### src/rtl/cpu_mem_if.sv
// Data-memory bus between the memory stage (master) and the memory system (slave).
// Read data and ack are only meaningful while a strobe is up.
interface cpu_mem_if;
  logic [31:0] dm_addr;
  logic [31:0] dm_wdata;
  logic        dm_rd;
  logic        dm_wr;
  logic [31:0] dm_rdata;
  logic        dm_ack;

  modport master (
    output dm_addr, dm_wdata, dm_rd, dm_wr,
    input  dm_rdata, dm_ack
  );

  modport slave (
    input  dm_addr, dm_wdata, dm_rd, dm_wr,
    output dm_rdata, dm_ack
  );
endinterface

### src/rtl/cpu_mem.sv
// Memory-access pipeline stage. Runs one word load/store per instruction over a
// wait-state bus, stalls upstream until the access finishes (or times out), and
// registers the instruction's results for write-back.
module cpu_mem #(
  parameter int TIMEOUT = 255,
  parameter int TW      = 8
) (
  input  logic        clk,
  input  logic        rst,
  input  logic        cpu_stall,
  input  logic        ex_c_rfw,
  input  logic [1:0]  ex_c_wbsource,
  input  logic [1:0]  ex_c_drw,
  input  logic [31:0] ex_alu_r,
  input  logic [31:0] ex_rfb,
  input  logic [4:0]  ex_rf_waddr,
  input  logic [31:0] ex_jalra,
  cpu_mem_if.master   dm,
  output logic        mem_stall,
  output logic        bus_err,
  output logic        p_c_rfw,
  output logic [1:0]  p_c_wbsource,
  output logic [31:0] p_alu_r,
  output logic [31:0] p_mem_r,
  output logic [4:0]  p_rf_waddr,
  output logic [31:0] p_jalra
);

  typedef enum logic [1:0] {IDLE, ACCESS, DONE} state_e;

  // Last ACCESS cycle index before a forced completion; unused when TIMEOUT==0.
  localparam bit            TO_EN   = (TIMEOUT != 0);
  localparam logic [TW-1:0] TO_LAST = TW'((TIMEOUT == 0) ? 0 : TIMEOUT - 1);

  state_e        state_q, state_d;
  logic [TW-1:0] cnt_q, cnt_d;
  logic [31:0]   addr_q, addr_d;
  logic [31:0]   wdata_q, wdata_d;
  logic          rd_q, rd_d;
  logic          wr_q, wr_d;
  logic          bus_err_q, bus_err_d;
  logic [31:0]   hold_q, hold_d;
  logic          p_c_rfw_q, p_c_rfw_d;
  logic [1:0]    p_c_wbsource_q, p_c_wbsource_d;
  logic [31:0]   p_alu_r_q, p_alu_r_d;
  logic [31:0]   p_mem_r_q, p_mem_r_d;
  logic [4:0]    p_rf_waddr_q, p_rf_waddr_d;
  logic [31:0]   p_jalra_q, p_jalra_d;

  logic          req;
  logic          capture;
  logic [31:0]   cap_mem;

  assign req = (ex_c_drw != 2'b00);

  // Next-state, bus strobes and pipeline-register capture.
  always_comb begin
    state_d        = state_q;
    cnt_d          = cnt_q;
    addr_d         = addr_q;
    wdata_d        = wdata_q;
    rd_d           = rd_q;
    wr_d           = wr_q;
    bus_err_d      = 1'b0;
    hold_d         = hold_q;
    p_c_rfw_d      = p_c_rfw_q;
    p_c_wbsource_d = p_c_wbsource_q;
    p_alu_r_d      = p_alu_r_q;
    p_mem_r_d      = p_mem_r_q;
    p_rf_waddr_d   = p_rf_waddr_q;
    p_jalra_d      = p_jalra_q;
    capture        = 1'b0;
    cap_mem        = '0;

    case (state_q)
      IDLE: begin
        if (req) begin
          // Issue regardless of cpu_stall; the instruction is held upstream
          // by mem_stall until its DONE capture.
          addr_d  = {ex_alu_r[31:2], 2'b00};
          wdata_d = ex_rfb;
          wr_d    = ex_c_drw[0];
          rd_d    = ex_c_drw[1] & ~ex_c_drw[0];
          cnt_d   = '0;
          state_d = ACCESS;
        end else if (!cpu_stall) begin
          capture = 1'b1;
        end
      end
      ACCESS: begin
        cnt_d = cnt_q + 1'b1;
        if (dm.dm_ack) begin
          // Ack beats a simultaneous timeout.
          hold_d  = rd_q ? dm.dm_rdata : 32'h0;
          rd_d    = 1'b0;
          wr_d    = 1'b0;
          state_d = DONE;
        end else if (TO_EN && (cnt_q == TO_LAST)) begin
          hold_d    = 32'h0;
          rd_d      = 1'b0;
          wr_d      = 1'b0;
          bus_err_d = 1'b1;
          state_d   = DONE;
        end
      end
      DONE: begin
        // Leaving DONE only on capture keeps the instruction from re-issuing.
        if (!cpu_stall) begin
          capture = 1'b1;
          cap_mem = hold_q;
          state_d = IDLE;
        end
      end
      default: state_d = IDLE;
    endcase

    if (capture) begin
      p_c_rfw_d      = ex_c_rfw;
      p_c_wbsource_d = ex_c_wbsource;
      p_alu_r_d      = ex_alu_r;
      p_mem_r_d      = cap_mem;
      p_rf_waddr_d   = ex_rf_waddr;
      p_jalra_d      = ex_jalra;
    end
  end

  // State register; reset abandons any access in flight.
  always_ff @(posedge clk) begin
    if (!rst) begin
      state_q        <= IDLE;
      cnt_q          <= '0;
      addr_q         <= '0;
      wdata_q        <= '0;
      rd_q           <= 1'b0;
      wr_q           <= 1'b0;
      bus_err_q      <= 1'b0;
      hold_q         <= '0;
      p_c_rfw_q      <= 1'b0;
      p_c_wbsource_q <= '0;
      p_alu_r_q      <= '0;
      p_mem_r_q      <= '0;
      p_rf_waddr_q   <= '0;
      p_jalra_q      <= '0;
    end else begin
      state_q        <= state_d;
      cnt_q          <= cnt_d;
      addr_q         <= addr_d;
      wdata_q        <= wdata_d;
      rd_q           <= rd_d;
      wr_q           <= wr_d;
      bus_err_q      <= bus_err_d;
      hold_q         <= hold_d;
      p_c_rfw_q      <= p_c_rfw_d;
      p_c_wbsource_q <= p_c_wbsource_d;
      p_alu_r_q      <= p_alu_r_d;
      p_mem_r_q      <= p_mem_r_d;
      p_rf_waddr_q   <= p_rf_waddr_d;
      p_jalra_q      <= p_jalra_d;
    end
  end

  assign mem_stall    = ((state_q == IDLE) && req) || (state_q == ACCESS);
  assign bus_err      = bus_err_q;
  assign dm.dm_addr   = addr_q;
  assign dm.dm_wdata  = wdata_q;
  assign dm.dm_rd     = rd_q;
  assign dm.dm_wr     = wr_q;
  assign p_c_rfw      = p_c_rfw_q;
  assign p_c_wbsource = p_c_wbsource_q;
  assign p_alu_r      = p_alu_r_q;
  assign p_mem_r      = p_mem_r_q;
  assign p_rf_waddr   = p_rf_waddr_q;
  assign p_jalra      = p_jalra_q;

endmodule

### src/flat_wrapper.sv
// flat-port wrapper written by rule: the top's interface ports become plain ports
module cpu_mem_flat 
#(
  parameter int TIMEOUT = 255,
  parameter int TW      = 8
)
  (clk, rst, cpu_stall, ex_c_rfw, ex_c_wbsource, ex_c_drw, ex_alu_r, ex_rfb, ex_rf_waddr, ex_jalra, mem_stall, bus_err, p_c_rfw, p_c_wbsource, p_alu_r, p_mem_r, p_rf_waddr, p_jalra, dm_dm_addr, dm_dm_wdata, dm_dm_rd, dm_dm_wr, dm_dm_rdata, dm_dm_ack);
  cpu_mem_if dm_i ();
  input  logic clk;
  input  logic rst;
  input  logic cpu_stall;
  input  logic ex_c_rfw;
  input  logic [1:0] ex_c_wbsource;
  input  logic [1:0] ex_c_drw;
  input  logic [31:0] ex_alu_r;
  input  logic [31:0] ex_rfb;
  input  logic [4:0] ex_rf_waddr;
  input  logic [31:0] ex_jalra;
  output logic mem_stall;
  output logic bus_err;
  output logic p_c_rfw;
  output logic [1:0] p_c_wbsource;
  output logic [31:0] p_alu_r;
  output logic [31:0] p_mem_r;
  output logic [4:0] p_rf_waddr;
  output logic [31:0] p_jalra;
  output wire logic [$bits(dm_i.dm_addr)-1:0] dm_dm_addr;
  output wire logic [$bits(dm_i.dm_wdata)-1:0] dm_dm_wdata;
  output wire logic [$bits(dm_i.dm_rd)-1:0] dm_dm_rd;
  output wire logic [$bits(dm_i.dm_wr)-1:0] dm_dm_wr;
  input wire logic [$bits(dm_i.dm_rdata)-1:0] dm_dm_rdata;
  input wire logic [$bits(dm_i.dm_ack)-1:0] dm_dm_ack;
  assign dm_dm_addr = dm_i.dm_addr;
  assign dm_dm_wdata = dm_i.dm_wdata;
  assign dm_dm_rd = dm_i.dm_rd;
  assign dm_dm_wr = dm_i.dm_wr;
  assign dm_i.dm_rdata = dm_dm_rdata;
  assign dm_i.dm_ack = dm_dm_ack;
  cpu_mem #(.TIMEOUT(TIMEOUT), .TW(TW)) u_core (.clk(clk), .rst(rst), .cpu_stall(cpu_stall), .ex_c_rfw(ex_c_rfw), .ex_c_wbsource(ex_c_wbsource), .ex_c_drw(ex_c_drw), .ex_alu_r(ex_alu_r), .ex_rfb(ex_rfb), .ex_rf_waddr(ex_rf_waddr), .ex_jalra(ex_jalra), .dm(dm_i), .mem_stall(mem_stall), .bus_err(bus_err), .p_c_rfw(p_c_rfw), .p_c_wbsource(p_c_wbsource), .p_alu_r(p_alu_r), .p_mem_r(p_mem_r), .p_rf_waddr(p_rf_waddr), .p_jalra(p_jalra));
endmodule
### config.mk
export PLATFORM = sky130hd
export DESIGN_NAME = cpu_mem_flat
export DESIGN_NICKNAME = d
export VERILOG_FILES = /design/src/rtl/cpu_mem_if.sv /design/src/rtl/cpu_mem.sv /design/src/flat_wrapper.sv
export SDC_FILE = /design/constraint.sdc
export NUM_CORES = 1
export LEC_CHECK = 0
export ABC_CLOCK_PERIOD_IN_PS = 3340
export CAP_MARGIN = 15
export CORE_MARGIN = 2
export CORE_UTILIZATION = 55
export DETAILED_ROUTE_END_ITERATION = 10
export DONT_BUFFER_PORTS = 1
export PLACE_DENSITY_LB_ADDON = 0.08
export SETUP_SLACK_MARGIN = 0.2
export SLEW_MARGIN = 25
export SYNTH_ARGS = -nofsm -noshare
export SYNTH_HDL_FRONTEND = slang
export SYNTH_SLANG_ARGS = --single-unit
### constraint.sdc
create_clock -name clk -period 3.34 [get_ports clk]
set_input_delay 0.334 -clock clk [delete_from_list [all_inputs] [get_ports clk]]
set_output_delay 0.334 -clock clk [all_outputs]
set_load 0.01 [all_outputs]
* Word-level counts from Yosys, hierarchy flattened *
Index checks and enable logic that the tools add are counted.

cells by class
  $add $sub $neg = 1
  eq/ne operators = 6
  muxes and demuxes = 22
  bitwise logic cells = 4
  reduce and logical (&&, ||, !) cells = 12

operators by type and width
  operator                                                                  count
  32-bit two-way mux                                                        5
  8-bit one-hot mux with 2 select lines                                     1
  8-bit by 1-bit adder with 8-bit output (second input constant)            1
  8-bit == test (second input constant)                                     1
  2-bit two-way mux                                                         4
  8-bit two-way mux                                                         1
  1-bit two-way mux                                                         7
  1-bit one-hot mux with 2 select lines                                     3
  2-bit one-hot mux with 3 select lines                                     1
  2-bit AND reduction                                                       3
  3-bit AND reduction                                                       2
  2-bit nonzero test                                                        3
  3-bit by 2-bit inequality test with 1-bit output (second input constant)  1
  1-bit NOT                                                                 3
  3-bit OR reduction                                                        1
  2-bit by 1-bit == test with 1-bit output (second input constant)          1
  2-bit == test (second input constant)                                     1
  2-bit zero test                                                           1
  2-bit by 1-bit inequality test with 1-bit output (second input constant)  1
  2-bit inequality test (second input constant)                             1
  1-bit AND                                                                 1
  1-bit logical AND                                                         1
  1-bit logical OR                                                          1

storage, ports and cells
  register bits after elaboration = 211
  output and inout port bits = 172
  word-level logic and storage cells = 59

* Longest topological paths before layout *
Gate-level depths: netlist (run 1).

  word-level depth = 4
  mapped depth = 6
  gate-level depth less buffers = 5

* Worst setup path before layout (run 1) *
No wires, ideal clock.

  kind = input port to flip-flop
  start = in rst
  end = reg u_core.p_alu_r_q[16] (netlist: u_core.p_alu_r[16])
  data arrival time = 1.206 ns
  slack = 2.002 ns
  cell stages on the path = 5
  cell sequence = buf_2 inv_2 clkbuf_1 clkbuf_1 a21oi_1

RTL lines
  item                    RTL line            source
  start: declaration      flat_wrapper.sv:10  input logic rst;
  end signal: assignment  cpu_mem.sv:155      p_alu_r_q <= p_alu_r_d;
  end: declaration        cpu_mem.sv:45       logic [31:0] p_alu_r_q, p_alu_r_d;

No word-level cell between the ends.

* Worst setup path after layout (run 1) *
  start = reg u_core.state_q[0]
  end = reg u_core.hold_q[17]

on the way
  cells in the longest elaborated chain, start to end = 2

RTL lines
  item                                      RTL line        source
  start: declaration                        cpu_mem.sv:35   state_e state_q, state_d;
  start signal: assignment                  cpu_mem.sv:145  state_q <= state_d;
  2-bit by 1-bit == test with 1-bit output  cpu_mem.sv:75   case (state_q)
  2-bit AND reduction (no line)             --
  end signal: assignment                    cpu_mem.sv:152  hold_q <= hold_d;
  end: declaration                          cpu_mem.sv:42   logic [31:0] hold_q, hold_d;

Every way passes these cells.
A chain may end at the register's enable or synchronous reset.

==> metrics.md, run 1 <==
| Metric | Value |
|---|---|
| Final hold violations | 0 |
| Met2 usage | 48.6% |
| Synthesized flop and latch total | 211 |
| Critical Path Max Stage Delay | 780 ps |
| Async set or reset register ratio after synthesis | 0% |
| N_diodes | 0 |
| Die height | 127 µm |
| Syn_area_per_cell | 8.43 µm² |
| M1 GR Usage | 34.2% |
| Reg2reg path depth | 4 |
| Worst Path Max Fanout | 44 |
| Worst Path Required | 3730 ps |
| Pwr Density | 605 nW/µm² |
| Worst Hold Class | in -> reg |
| CTS tree | done |
| Worst-margin pin slew | 993 ps |
| Maximum clock path buffer count | 3 |
| Post-DRT Antenna Nets | 0 |
| Placed Instances | 1,074 |
| Synth top area share | 51.0% |
| Vias in the first global route | 7,359 |
| Worst Path Buf+Inv | 1 |
| Final Instance Count excl. Fillers | 1,197 |
| HP Start | ex_jalra[0] |
| Most instantiated library cell after synthesis | a21oi_1 |
| Fin nets | 1,145 |
| Reg2Reg Launch Point | u_core.state_q[0]$_SDFFE_PN0P_ |
| Share of cells above drive strength 1 | 6.32% |
| DRC | 0 |
| Number of synthesized flops with an enable pin | 0 |
| First-pass GRT wire length | 38,000 µm |
| Worst VDD drop | 0.374 mV |
| Clock latency on the worst-skew pair | 500 ps |
| Worst relative slew slack | 33.8% |
| Sequential area share after synthesis | 51.0% |
| Critical Path End Type | flip-flop |
| Routed WL per cell | 20.5 µm |
| Status | finished, final reports clean |
| Most Crowded Layer GR | met2 |
| Port-buffer cells | 0 |
| Mean number of vias per cell | 6.36 |
| Core box area | 14,600 µm² |
| Final instance area | 9750 µm² |
| Largest net degree at the start of global routing | 135 |
| CP Data Arrival Time | 2770 ps |
| Worst path depth | 4 |
| Vias | 7,613 |
| Post-Route WL | 24,600 µm |
| GR Overflow Total | 0 |
| Placement Cell Area | 8160 µm² |
| WHS Path Cells | 2 |
| Clk root buf | clkbuf_16 |
| RSZ-0062 raised after global routing | false |
| Clock sinks | 211 |
| Crit-path slowest cell | dfxtp_1 |
| Library cells used by synthesis | 41 |
| Area Overhead vs Synth | 17.8% |
| Worst setup margin | 953 ps |
| Layout Utilization | 66.6% |
| Setup CP Type | reg -> reg |
| Initial antenna violation count | 0 |
| Top Ports | 314 |
| Detail Placement HPWL | 15,100 µm |
| Die W | 127 µm |
| Main flop type after synthesis | dfxtp_1 |
| Area leader, netlist | dfxtp_1 |
| Top delay family on crit path | flip-flops |
| Post-Syn Area | 8280 µm² |
| Met3 Use GR | 8.94% |
| Crit path launch | u_core.state_q[0]$_SDFFE_PN0P_ |
| Synth Instances | 982 |
| GRT Overall Usage | 28.7% |
| Setup TNS | 0 ps |
| Worst-path cell chain | and4b_2 -> buf_4 -> a21oi_1 -> a211oi_1 |
| Initial DRC count | 625 |
| Synth warn | 0 |
| Type of origin of the critical path | flip-flop |
| DIE AREA | 16,000 µm² |
| Clock skew | 26.0 ps |
| Crit share post-route | 71.5% |
| Cts bufs inserted | 22 |
| Max Clock Freq | 419 MHz |
| Synth top cells by count | 236 x a21oi_1, 211 x dfxtp_1, 136 x nand3_1 |
| LEAKAGE | 3.31 nW |
| # rows | 44 |
| Detailed Routing Iterations Pass 1 | 5 |
| Worst R2R Setup Slack | 950 ps |
| Top cells by area, synth | dfxtp_1 51%, a21oi_1 14%, nand3_1 8.2% |
| Setup bufs post-CTS | 0 |
| H-tree depth | 1 |
| Count of final setup violators | 0 |
| Dpl ws | 996 ps |
| Starting Density | 56.5% |
| Maximum Capacitance Violations | 0 |
| Final slew viol count | 0 |
| Clk pin slew, worst setup/hold paths | 60 ps |
| Minimum clock period | 2390 ps |
| RePlAce Congestion | 0.853 |
[stage by stage]
stage,hold WS [ps],power [mW]
3_5_place_dp,446,3.43
2_1_floorplan,432,3.29
3_3_place_gp,441,3.41
4_1_cts,0.189,5.93
5_1_grt,9.37,6.12
6_report,3.49,5.90
[worst register-to-register path, delay by kind of cell (launching register included)]
family,cells,cell delay (ps)
AO/OA/AOI/OAI,2,410
flip-flops,1,780
AND/OR/NAND/NOR,1,640
buffers and inverters,1,450
[final timing paths]
kind	to
min	u_core.p_jalra[0]$_SDFFE_PN0P_
min reg2reg	u_core.p_mem_r[21]$_SDFFE_PN0P_
max reg2reg	u_core.hold_q[17]$_SDFFE_PN0P_
max	u_core.hold_q[17]$_SDFFE_PN0P_
[power breakdown]
part	leakage [nW]	internal (mW)	total, mW	switching [mW]
clock	0.359	1.48	2.41	0.937
combinational	1.23	0.238	0.687	0.449
sequential	1.72	2.64	2.80	0.157
total	3.31	4.35	5.90	1.54
[cells in the final DEF (no fill, tap or decap), types with 2 or more instances in the layout]
master         Yosys  final
nand3_1          136    136
or2_4              0      2
o32ai_1            2      2
nand2_1           37     37
ha_1               2      2
nand2b_1           3      3
buf_12             0      3
a21oi_1          236    236
o21ai_0           42     42
dlygate4sd3_1      0     87
nor3_1             2      2
o221ai_1           4      4
a211oi_1          32     32
nor2_4             2      3
o21ai_1          126    126
clkbuf_1          34      3
clkbuf_8           0      7
or3_1              5      5
dfxtp_1          211    211
conb_1             1      2
clkbuf_16          0     23
buf_4             19     13
nor2_1             3      3
nor2b_1            2      2
inv_1              3      3
clkinv_2           0      2
[sequential cells by signal, summed over array words and instances, names as in the netlist, 5 cells and up]
signal,cells
u_core.cnt_q,8
u_core.dm.dm_addr,30
u_core.dm.dm_wdata,32
u_core.hold_q,32
u_core.p_alu_r,32
u_core.p_jalra,32
u_core.p_mem_r,32
u_core.p_rf_waddr,5
[logic make-up (layout without fill, tap and decap cells)]
logic type / after synthesis / count (layout) / share of synthesized area (%)
DFF: 211 / 211 / 51.0
muxes: 1 / 1 / 0.121
adders and majority gates: 2 / 2 / 0.302
and+or+nand+nor: 201 / 201 / 12.6
buffers and inverters: 113 / 143 / 6.83
other: 1 / 2 / 0.0453
AOI/OAI and AO/OA: 453 / 453 / 29.1
[layer usage]
layer	up-vias	share of wire (%)
met2	391	48
li1	3568	-
met1	3576	38
met3	78	10
met4	0	3.6
met5	-	0
[timing repair]
action	4_1_cts	5_1_grt
hold buffers	87	0
endpoints found under the hold margin	119	0
gates resized for setup	0	0
setup endpoints to repair	0	0
[layout make-up]
| cell class | count | area (µm²) |
|---|---|---|
| Fill cell | 1190 | 4890 |
| Sequential cell | 211 | 4220 |
| Multi-Input combinational cell | 659 | 3530 |
| Timing Repair Buffer | 103 | 1030 |
| Clock buffer | 33 | 683 |
| Tap cell | 184 | 230 |
| Clock inverter | 3 | 40.0 |
| Inverter | 4 | 20.0 |
(Power assumes the default switching activity.)
==> run 2, diff against run 1 <==
Settings changed: ABC_CLOCK_PERIOD_IN_PS 3340 to 2400.
Clock period 3.34 ns to 2.4 ns, I/O delays scaled along.
==> run 2 against run 1 <==
  * Final cell count up 5.3%
  * Total power up 46%
  * Register-to-register slack worse by 420 ps
  * Combinational power up 56%
  * Design area up 7.1%
  * Largest cell class unchanged
  * Critical endpoint is now mem_stall
  * Utilization up 4.8 points
  * Count of clock-buffer cells in the layout unchanged
  * Wire length up 2.3%
  * Sequential share of layout area down 2.9 points
==> metrics.md, run 2 (same netlist as run 1, synthesis figures left out) <==
| Metric | Value |
|---|---|
| DIE AREA | 16,000 µm² (unchanged) |
| Smallest hold slack | 20.9 ps (+17.4 ps) |
| Count of final setup violators | 0 (unchanged) |
| Worst Hold Class | in -> reg |
| Maximum Capacitance Violations | 0 (unchanged) |
| Share of cells above drive strength 1 | 6.88% (+0.56 points) |
| Vias in the first global route | 7,751 (+5.3%) |
| Cts bufs inserted | 23 (+4.5%) |
| Clock latency on the worst-skew pair | 490 ps (about the same) |
| Reg2reg path depth | 4 (unchanged) |
| Clk pin slew, worst setup/hold paths | 60 ps (about the same) |
| Vias | 7,911 (+3.9%) |
| RR Endpoint | u_core.p_alu_r[10]$_SDFFE_PN0P_ |
| Setup CP Type | reg -> out |
| HP Start | ex_c_drw[0] |
| GRT Overall Usage | 29.6% (+0.95 points) |
| Maximum clock path buffer count | 3 (unchanged) |
| WHS Path Cells | 3 (+1) |
| Largest net degree at the start of global routing | 90 (-33%) |
| Core box area | 14,600 µm² (unchanged) |
| Max Clock Freq | 499 MHz |
| Clock skew | 10.3 ps (-15.7 ps) |
| Final instance area | 10,500 µm² (+7.1%) |
| Die W | 127 µm (unchanged) |
| H-tree depth | 1 (unchanged) |
| Minimum clock period | 2000 ps |
| Commonest cells after routing, fill and taps aside | 236 x a21oi_1, 211 x dfxtp_1, 139 x dlygate4sd3_1, 136 x nand3_1, 126 x o21ai_1 |
| Placement Cell Area | 8260 µm² (+1.3%) |
| Worst Path Max Fanout | 9 (-80%) |
| Final hold violations | 0 (unchanged) |
| N_diodes | 0 (unchanged) |
| Layout fillers | 1,085 (-8.8%) |
| LEAKAGE | 3.61 nW (+9.0%) |
| Area Overhead vs Synth | 26.2% |
| Port-buffer cells | 0 (unchanged) |
| Initial antenna violation count | 0 (unchanged) |
| Starting Density | 56.5% (unchanged) |
| RSZ-0062 raised after global routing | false |
| Clock sinks | 211 (unchanged) |
| Commonest non-fill, non-tap cell in the layout | a21oi_1 |
| Worst Path Required | 2160 ps (-1570 ps) |
| First-pass GRT wire length | 39,600 µm (+4.4%) |
| Type of origin of the critical path | flip-flop |
| Final slew viol count | 0 (unchanged) |
| Detail Placement HPWL | 15,100 µm (+0.22%) |
| Pwr Density | 822 nW/µm² (+36%) |
| Status | finished, final reports clean |
| Die height | 127 µm (unchanged) |
| # rows | 44 (unchanged) |
| Post-DRT Antenna Nets | 0 (unchanged) |
| Hold path endpoint | u_core.cnt_q[0]$_SDFFE_PN0P_ |
| Worst VDD drop | 0.538 mV (+44%) |
| Mean number of vias per cell | 6.28 (-1.3%) |
| Worst-margin pin slew | 726 ps (-267 ps) |
| RePlAce Congestion | 0.906 (+6.1%) |
| Routed WL per cell | 19.9 µm (-2.8%) |
| Initial DRC count | 670 (+7.2%) |
| Top Ports | 314 (unchanged) |
| GR Overflow Total | 0 (unchanged) |
| DRC | 0 (unchanged) |
| Worst relative slew slack | 51.5% (+18 points) |
| Crit share post-route | 83.5% |
| Detailed Routing Iterations Pass 1 | 5 (unchanged) |
| Worst R2R Setup Slack | 530 ps (-420 ps) |
| Post-Route WL | 25,100 µm (+2.3%) |
| Clk root buf | clkbuf_16 |
| Layout Utilization | 71.4% (+4.8 points) |
| CTS tree | done |
| Fin nets | 1,204 (+5.2%) |
| Setup TNS | 0 ps (unchanged) |
| Reg2Reg Launch Point | u_core.state_q[1]$_SDFFE_PN0P_ |
| Critical Path End Type | output port |
| CP Data Arrival Time | 1760 ps (-1010 ps) |
[run 2: how the worst max path moves through the flow]
stage	from	endpoint	slack [ps]	depth (start not counted)
2_1_floorplan	u_core.cnt_q[1]$_SDFFE_PN0P_	u_core.hold_q[22]$_SDFFE_PN0P_	1100	5
3_3_place_gp	u_core.state_q[1]$_SDFFE_PN0P_	u_core.p_jalra[21]$_SDFFE_PN0P_	730	4
3_5_place_dp	u_core.state_q[1]$_SDFFE_PN0P_	u_core.p_alu_r[16]$_SDFFE_PN0P_	620	4
4_1_cts	u_core.state_q[0]$_SDFFE_PN0P_	mem_stall	360	3
5_1_grt	u_core.state_q[0]$_SDFFE_PN0P_	mem_stall	330	3
6_report	u_core.state_q[0]$_SDFFE_PN0P_	mem_stall	400	3
[run 2: where the power goes]
| part | total [mW] | internal, mW | switching [mW] |
|---|---|---|---|
| logic | 1.07 | 0.409 | 0.660 |
| registers | 3.88 | 3.67 | 0.212 |
| clock network | 3.64 | 2.27 | 1.36 |
[run 2: final cells by class]
type | instances | area, µm² | share of cell area (%)
multi-input cells | 659 | 3520 | 33.7
clock buffers | 33 | 673 | 6.44
clock inverters | 8 | 121 | 1.16
repair buffers | 161 | 1660 | 15.9
well taps | 184 | 230 | 2.20
inverters | 4 | 20.0 | 0.192
flip-flops and latches | 211 | 4220 | 40.4
[run 2: metrics by stage]
step / worst slack [ps] / power [mW] / instances
5_1_grt: 326 / 8.89 / 1260
3_5_place_dp: 620 / 4.80 / 1080
6_report: 397 / 8.59 / 1260
3_3_place_gp: 735 / 4.76 / 1080
4_1_cts: 357 / 8.61 / 1260
2_1_floorplan: 1100 / 4.58 / 983
[run 2: metal layers]
metal | track usage, % | wire [µm] | part of all wire (%) | vias up
li1 | - | - | - | 3709
met1 | 35.1 | 9650 | 38 | 3744
met2 | 51.1 | 12400 | 49 | 389
met3 | 8.44 | 2350 | 9.4 | 69
met4 | 11.4 | 746 | 3.0 | 0
met5 | 0 | 0 | 0 | -
[run 2: worst max-delay path: stages, from the launching register on]
cell and delay (ps):
dfxtp_1 570, buf_4 260, nor3_2 70, nor2_1 370
[run 2: what timing repair did]
action | 4_1_cts | 5_1_grt
hold buffers | 139 | 0
resized for setup | 0 | 0
hold endpoints to repair | 172 | 0
buffers inserted | 0 | 0
